**config.mk**
```make
export PLATFORM = sky130hd
export DESIGN_NAME = serial_subtractor
export DESIGN_NICKNAME = d
export VERILOG_FILES = /design/src/rtl/arith_pkg.sv /design/src/rtl/full_subtractor.sv /design/src/rtl/serial_subtractor.sv
export SDC_FILE = /design/constraint.sdc
export NUM_CORES = 1
export LEC_CHECK = 0
export ABC_AREA = 1
export BUFFER_PORTS_ARGS = -buffer_cell sky130_fd_sc_hd__buf_2
export CAP_MARGIN = 25
export CORE_ASPECT_RATIO = 1.75
export CORE_UTILIZATION = 30
export DETAILED_ROUTE_END_ITERATION = 6
export SLEW_MARGIN = 20
export SYNTH_ARGS = -nofsm -noshare
export SYNTH_HDL_FRONTEND = slang
export SYNTH_SLANG_ARGS = --single-unit
export TNS_END_PERCENT = 30
```
**constraint.sdc**
```tcl
create_clock -name clk -period 1.1 [get_ports clk]
set_input_delay 0.33 -clock clk [delete_from_list [all_inputs] [get_ports clk]]
set_output_delay 0.33 -clock clk [all_outputs]
set_load 0.05 [all_outputs]
```
**src/rtl/arith_pkg.sv**
```systemverilog
// Shared arithmetic-library types and constants.
package arith_pkg;

    localparam int unsigned ARITH_W_DEFAULT = 8;

    typedef enum logic [1:0] {
        IDLE = 2'd0,
        RUN  = 2'd1,
        DONE = 2'd2
    } sub_state_t;

endpackage

```
**src/rtl/full_subtractor.sv**
```systemverilog
// Combinational 1-bit full-subtractor cell: diff = a - b - bin, with borrow-out.
module full_subtractor (
    input  logic a,
    input  logic b,
    input  logic bin,
    output logic diff,
    output logic bout
);

    assign diff = a ^ b ^ bin;
    assign bout = (~a & b) | (~(a ^ b) & bin);

endmodule

```
**src/rtl/serial_subtractor.sv**
```systemverilog
// Bit-serial LSB-first subtractor (a - b - bin) over WIDTH cycles with start/done handshake.
// Optional signed overflow flag enabled by defining SERIAL_SUB_SIGNED_EN.
module serial_subtractor
    import arith_pkg::*;
#(
    parameter int unsigned WIDTH = ARITH_W_DEFAULT
) (
    input  logic             clk,
    input  logic             rst_n,
    input  logic             start,
    input  logic [WIDTH-1:0] a,
    input  logic [WIDTH-1:0] b,
    input  logic             bin,
    output logic             busy,
    output logic             done,
    output logic [WIDTH-1:0] diff,
`ifdef SERIAL_SUB_SIGNED_EN
    output logic             overflow,
`endif
    output logic             borrow
);

    localparam int unsigned CNT_W = $clog2(WIDTH);
    localparam logic [CNT_W-1:0] LAST_CNT = CNT_W'(WIDTH - 1);

    sub_state_t       state, state_next;
    logic [WIDTH-1:0] sa, sb;
    logic [WIDTH-2:0] sr;
    logic [WIDTH-1:0] sr_next;
    logic             bf;
    logic [CNT_W-1:0] cnt;
    logic             load, step, last;
    logic             d, bo;

`ifdef SERIAL_SUB_SIGNED_EN
    logic             a_msb, b_msb;
`endif

    full_subtractor u_cell (
        .a    (sa[0]),
        .b    (sb[0]),
        .bin  (bf),
        .diff (d),
        .bout (bo)
    );

    // New bit enters at the top; the low WIDTH-1 bits of the result are kept in sr.
    assign sr_next = {d, sr};

    // Next-state and datapath control.
    always_comb begin
        state_next = state;
        load       = 1'b0;
        step       = 1'b0;
        last       = 1'b0;
        case (state)
            IDLE: begin
                if (start) begin
                    load       = 1'b1;
                    state_next = RUN;
                end
            end
            RUN: begin
                step = 1'b1;
                if (cnt == LAST_CNT) begin
                    last       = 1'b1;
                    state_next = DONE;
                end
            end
            DONE: begin
                if (start) begin
                    load       = 1'b1;
                    state_next = RUN;
                end else begin
                    state_next = IDLE;
                end
            end
            default: state_next = IDLE;
        endcase
    end

    always_ff @(posedge clk or negedge rst_n) begin
        if (!rst_n) begin
            state  <= IDLE;
            busy   <= 1'b0;
            done   <= 1'b0;
            diff   <= '0;
            borrow <= 1'b0;
            sa     <= '0;
            sb     <= '0;
            sr     <= '0;
            bf     <= 1'b0;
            cnt    <= '0;
        end else begin
            state <= state_next;
            busy  <= (state_next == RUN);
            done  <= last;
            if (load) begin
                sa  <= a;
                sb  <= b;
                bf  <= bin;
                cnt <= '0;
            end else if (step) begin
                sa <= sa >> 1;
                sb <= sb >> 1;
                sr <= sr_next[WIDTH-1:1];
                bf <= bo;
                if (!last) begin
                    cnt <= cnt + CNT_W'(1);
                end
            end
            // Result registers hold until the next completion.
            if (last) begin
                diff   <= sr_next;
                borrow <= bo;
            end
        end
    end

`ifdef SERIAL_SUB_SIGNED_EN
    // Operand sign bits are kept separately since sa/sb are shifted away.
    always_ff @(posedge clk or negedge rst_n) begin
        if (!rst_n) begin
            a_msb    <= 1'b0;
            b_msb    <= 1'b0;
            overflow <= 1'b0;
        end else begin
            if (load) begin
                a_msb <= a[WIDTH-1];
                b_msb <= b[WIDTH-1];
            end
            if (last) begin
                overflow <= (a_msb != b_msb) && (d != a_msb);
            end
        end
    end
`endif

endmodule

```
### Word-level counts from Yosys, hierarchy flattened

Cells that the tools add are included.

* flip-flop bits (word level): 40
* bits of input ports: 20
* output and inout bits: 11
* word-level logic and storage cells: 47

* add/subtract/negate cells: 1
* equality and inequality tests: 5
* multiplexer cells: 18
* bitwise operators: 8
* reductions and logical operators: 5

Operator list (number)
* 8-bit 2-to-1 mux: 4
* 3-bit 2-to-1 mux: 3
* 1-bit 2-to-1 mux: 8
* 2-bit one-hot mux with 3 select lines: 1
* 2-bit by 1-bit == test with 1-bit output (second input constant): 2
* 2-bit 2-to-1 mux: 2
* 2-bit AND reduction: 2
* 3-bit by 1-bit adder with 3-bit output (second input constant): 1
* 3-bit == test (second input constant): 1
* 1-bit inverter: 3
* 1-bit bitwise AND: 2
* 2-bit == test (second input constant): 1
* 2-bit zero test: 1
* 2-bit != test (second input constant): 1
* 2-bit nonzero test: 1
* 2-bit OR reduction: 1
* 1-bit XOR: 2
* 1-bit OR: 1

### Longest topological paths before layout

* depth after elaboration: 6
* gate-level depth with buffers: 7
* depth with buffers taken out: 7

### Cells and area by module

A second synthesis with hierarchy kept.

* cell total of the unflattened synthesis: 227
* area total of the unflattened synthesis: 1801.7 µm²

By module, submodules not included
* serial_subtractor: times used 1, cells each 223, area each 1770.4 µm², seq. area each 1001.0 µm²
* full_subtractor: times used 1, cells each 4, area each 31.3 µm², seq. area each 0.0 µm²

### Worst setup path after synthesis

OpenSTA, ideal clock, no wires.

* kind: register -> register
* start: register cnt[0]
* end: register borrow
* arrival time: 1.147 ns
* data required time: 1.034 ns
* setup slack: -0.112 ns
* stages on the path, launching flop included: 7
* path buffers: 1
* clock period less this slack: 1.212 ns
* cell sequence: dfrtp_1 > ha_1 > ha_1 > nand2_2 > buf_6 > nand2_1 > nand2_1

* longest elaborated chain between the ends: 3

Ends and longest elaborated chain
* from (decl): RTL line serial_subtractor.sv:31 `logic [CNT_W-1:0] cnt;`
* from (signal assigned): RTL line serial_subtractor.sv:109 `cnt <= cnt + CNT_W'(1);`
* 3-bit == test: RTL line serial_subtractor.sv:65 `if (cnt == LAST_CNT) begin`
* 1-bit 2-to-1 mux: RTL line serial_subtractor.sv:65
* 1-bit 2-to-1 mux: RTL line serial_subtractor.sv:56 `case (state)`
* to (signal assigned): RTL line serial_subtractor.sv:115 `borrow <= bo;`
* to (decl): RTL line serial_subtractor.sv:20 `output logic borrow`

No other way between the ends.
A chain may end at the register's enable or synchronous reset.

### Worst setup path in the final report

* start: register cnt[1]
* end: register cnt[0]

* longest elaborated chain between the ends: 5

Ends and longest elaborated chain (RTL line)
* 3-bit == test: serial_subtractor.sv:65
* 1-bit 2-to-1 mux: serial_subtractor.sv:65
* 1-bit 2-to-1 mux: serial_subtractor.sv:56
* 2-bit != test (no line)
* 2-bit AND reduction (no line)

No other way between the ends.

==> out/qor.yml <==
logic_synthesis:
  avgSynthCellArea_sq_um: 8.22
  ys_warn_count: 0
  yosysTopAreaCellShare_pct: 55.3
  synth_area_leaders: "dfrtp_1 55%, nand2_1 19%, nand3_1 7.2%"
  ys_seq_area_share_pct: 55.3
  yosys.area.top_type: "dfrtp_1"
  synth_cell_types: 17
  synthesis.area_sq_mm: 0.00181
  synth-seq-cells: 40
  synth_cells: 220
  synth_fp_nets: 243
setup_path:
  endpoint_kind: "flip-flop"
  cp_cell_sequence: "ha_2, ha_4, inv_2, nand3_4, nand3_1, nand2_1"
  cp-start-kind: "flip-flop"
  max_stage_delay_ns: 0.39
  path_buf_inv: 1
  cpMaxStageDelayCell: "dfrtp_1"
  path_max_fanout: 6
  required_ns: 1.29
  critical_path_arrival_ns: 1.40
  worst-setup-path-type: "flip-flop to flip-flop"
  crit_family: "flip-flops"
drt:
  wl_mm: 3.69
  post-route-drc-count: 0
  firstDrtPassIters: 7
  drtAntennaViolNets: 0
  vias: 1520
  dr.first_iter.drc_count: 57
  via_per_inst: 4.31
  wire_per_inst_um: 10.5
hold_path:
  hp-class: "input port to asynchronous set/reset pin"
place:
  routabilityCongestion: 0.781
  dp_cells: 335
  dpl.hpwl_mm: 2.65
  io_buffer_count: 30
grt:
  antenna_found_initial: 0
  grt_max_degree: 41
  track_usage_pct: 13.3
  first_global_vias: 1495
  grt.overflow.total: 0
  grt_pass1_wl_mm: 6.53
pwr:
  p_leak_nw: 1.37
  vdd_ir_drop_max_uv: 922
  power_w: 0.00771
  powerDensity_mw_per_mm2: 3060
timing:
  slew_violations: 0
  setup_ws_ns: -0.113
  max_freq_mhz: 824
  setup_viol: 29
  rsz0062_at_grt: "yes"
  finalCritPeriodShare_pct: 110
  fin_worst_skew_ns: 0.0100
  worst_slew_pin_slew_ns: 0.279
  hold_violations: 0
  slew_headroom_pct: 81.4
  period_needed_ns: 1.21
final_layout:
  final_layout_size_suffix_gt1_share_pct: 30.9
  n_antenna_cell: 0
  area_delta_synth_final_pct: 39.0
  stdcell_count: 353
  nets: 298
  layout_commonest_cell: "nand2_1"
  layout_common_cells: "87 x nand2_1, 39 x dfrtp_1, 26 x inv_1"
  fillCellCount: 614
floorplan:
  die_w_um: 60.7
  num_rows: 37
  floorplan.die_area_sq_mm: 0.00636
  fp.dieH_um: 105
  start_util_pct: 31.0
  pin_count: 31
  core_sq_mm: 0.00583
clock_network:
  cts_buffers: 5
  cts_tree: "done"
  root_buffer: "clkbuf_8"
  insertion_delay_ns: 0.29
  htreeDepth: 2
  clkTransAtPathRegs_ns: 0.08
  cts_num_sinks: 40
  cts.path.max_buffers: 2
  holdBufCountCts: 0
flow_run:
  cap_violations: 0
run_status:
  outcome: "finished with violations"
  violations: "setup timing"
==> cell families (layout without fill, tap and decap cells) <==
family                   after synthesis  count (layout)  synth area share [%]
AO/OA/AOI/OAI                         14              14                  3.87
adder cells (fa/ha/maj)                3               3                  2.49
buffers and inverters                 40              95                  9.89
flip-flops                            40              40                  55.3
AND/OR/NAND/NOR                      123             123                  28.4
==> synth_stat cells, drive strengths merged <==
| cell | instances |
|---|---|
| nand2 | 94 |
| dfrtp | 40 |
| inv | 33 |
| nand3 | 26 |
| o21ai | 14 |
| buf | 7 |
| nor2 | 3 |
| ha | 2 |
| fa | 1 |
==> routing by layer <==
layer	part of all wire, %	up-vias	global-route usage, %	routed length, um
met5	0	-	0	0
met4	2.8	0	5.19	102
met3	3.7	11	3.71	135
met2	51	36	22.2	1890
met1	42	699	15.5	1560
li1	-	774	-	-
==> power by group <==
group / leakage [nW] / internal [W] / switching [W]
Clock: 0.0642 / 0.000893 / 0.000484
Sequential: 0.500 / 0.00214 / 0.000427
Combinational: 0.807 / 0.00162 / 0.00214
Total: 1.37 / 0.00465 / 0.00306
==> worst reg2reg max path: cells and delay by family (launching register included) <==
kind	cells	cell delay [ns]
adder cells (fa/ha/maj)	2	0.38
buffers and inverters	1	0.06
AND/OR/NAND/NOR	3	0.27
flip-flops	1	0.39
==> worst paths after layout <==
kind | startpoint | cells after the start | endpoint | slack [ns]
worst max-delay path | cnt[1] | 6 | cnt[0] | -0.11
worst min-delay path | rst_n | 2 | sr[3] | 0.002
worst max register to register | cnt[1] | 6 | cnt[0] | -0.11
worst min register to register | sb[7] | 2 | sb[7] | 0.47
max in group asynchronous | rst_n | 2 | state[0] | 0.88
min in group clk | a[7] | 3 | sa[7] | 0.23
==> sequential cells by signal, indices dropped and copies added, names as in the netlist <==
name / flops
sr: 7
diff: 8
state: 2
bf: 1
sb: 8
busy: 1
done: 1
borrow: 1
cnt: 3
sa: 8
==> through the flow <==
step           hold WS (ns)  area (sq um)  setup TNS, ns  setup slack, ns  util, %
2_1_floorplan        0.0344          1860         -0.148          -0.0130        -
3_3_place_gp          0.320          2200         -0.566          -0.0873     37.7
3_5_place_dp          0.320          2200          -1.32           -0.143     37.7
4_1_cts             0.00405          2470          -1.63           -0.114     42.4
5_1_grt              0.0132          2510          -3.29           -0.193     43.1
6_report            0.00206          2510          -1.49           -0.113     43.1
==> final cells by class <==
type	count	area (sq um)	share of cell area, %
sequential	40	1000	39.9
multi-input combinational	140	704	28.0
timing repair buffer	55	448	17.8
inverter	33	134	5.32
tap	78	97.6	3.88
clock buffer	5	68.8	2.74
clock inverter	2	60.1	2.39
==> timing repair <==
| action | CTS | global route |
|---|---|---|
| buffers inserted | 8 | 3 |
| pin swaps | 3 | 3 |
| setup endpoints to repair | 44 | 50 |
| gates resized for setup | 28 | 8 |
No activity file was read; power rests on OpenSTA's default activity.
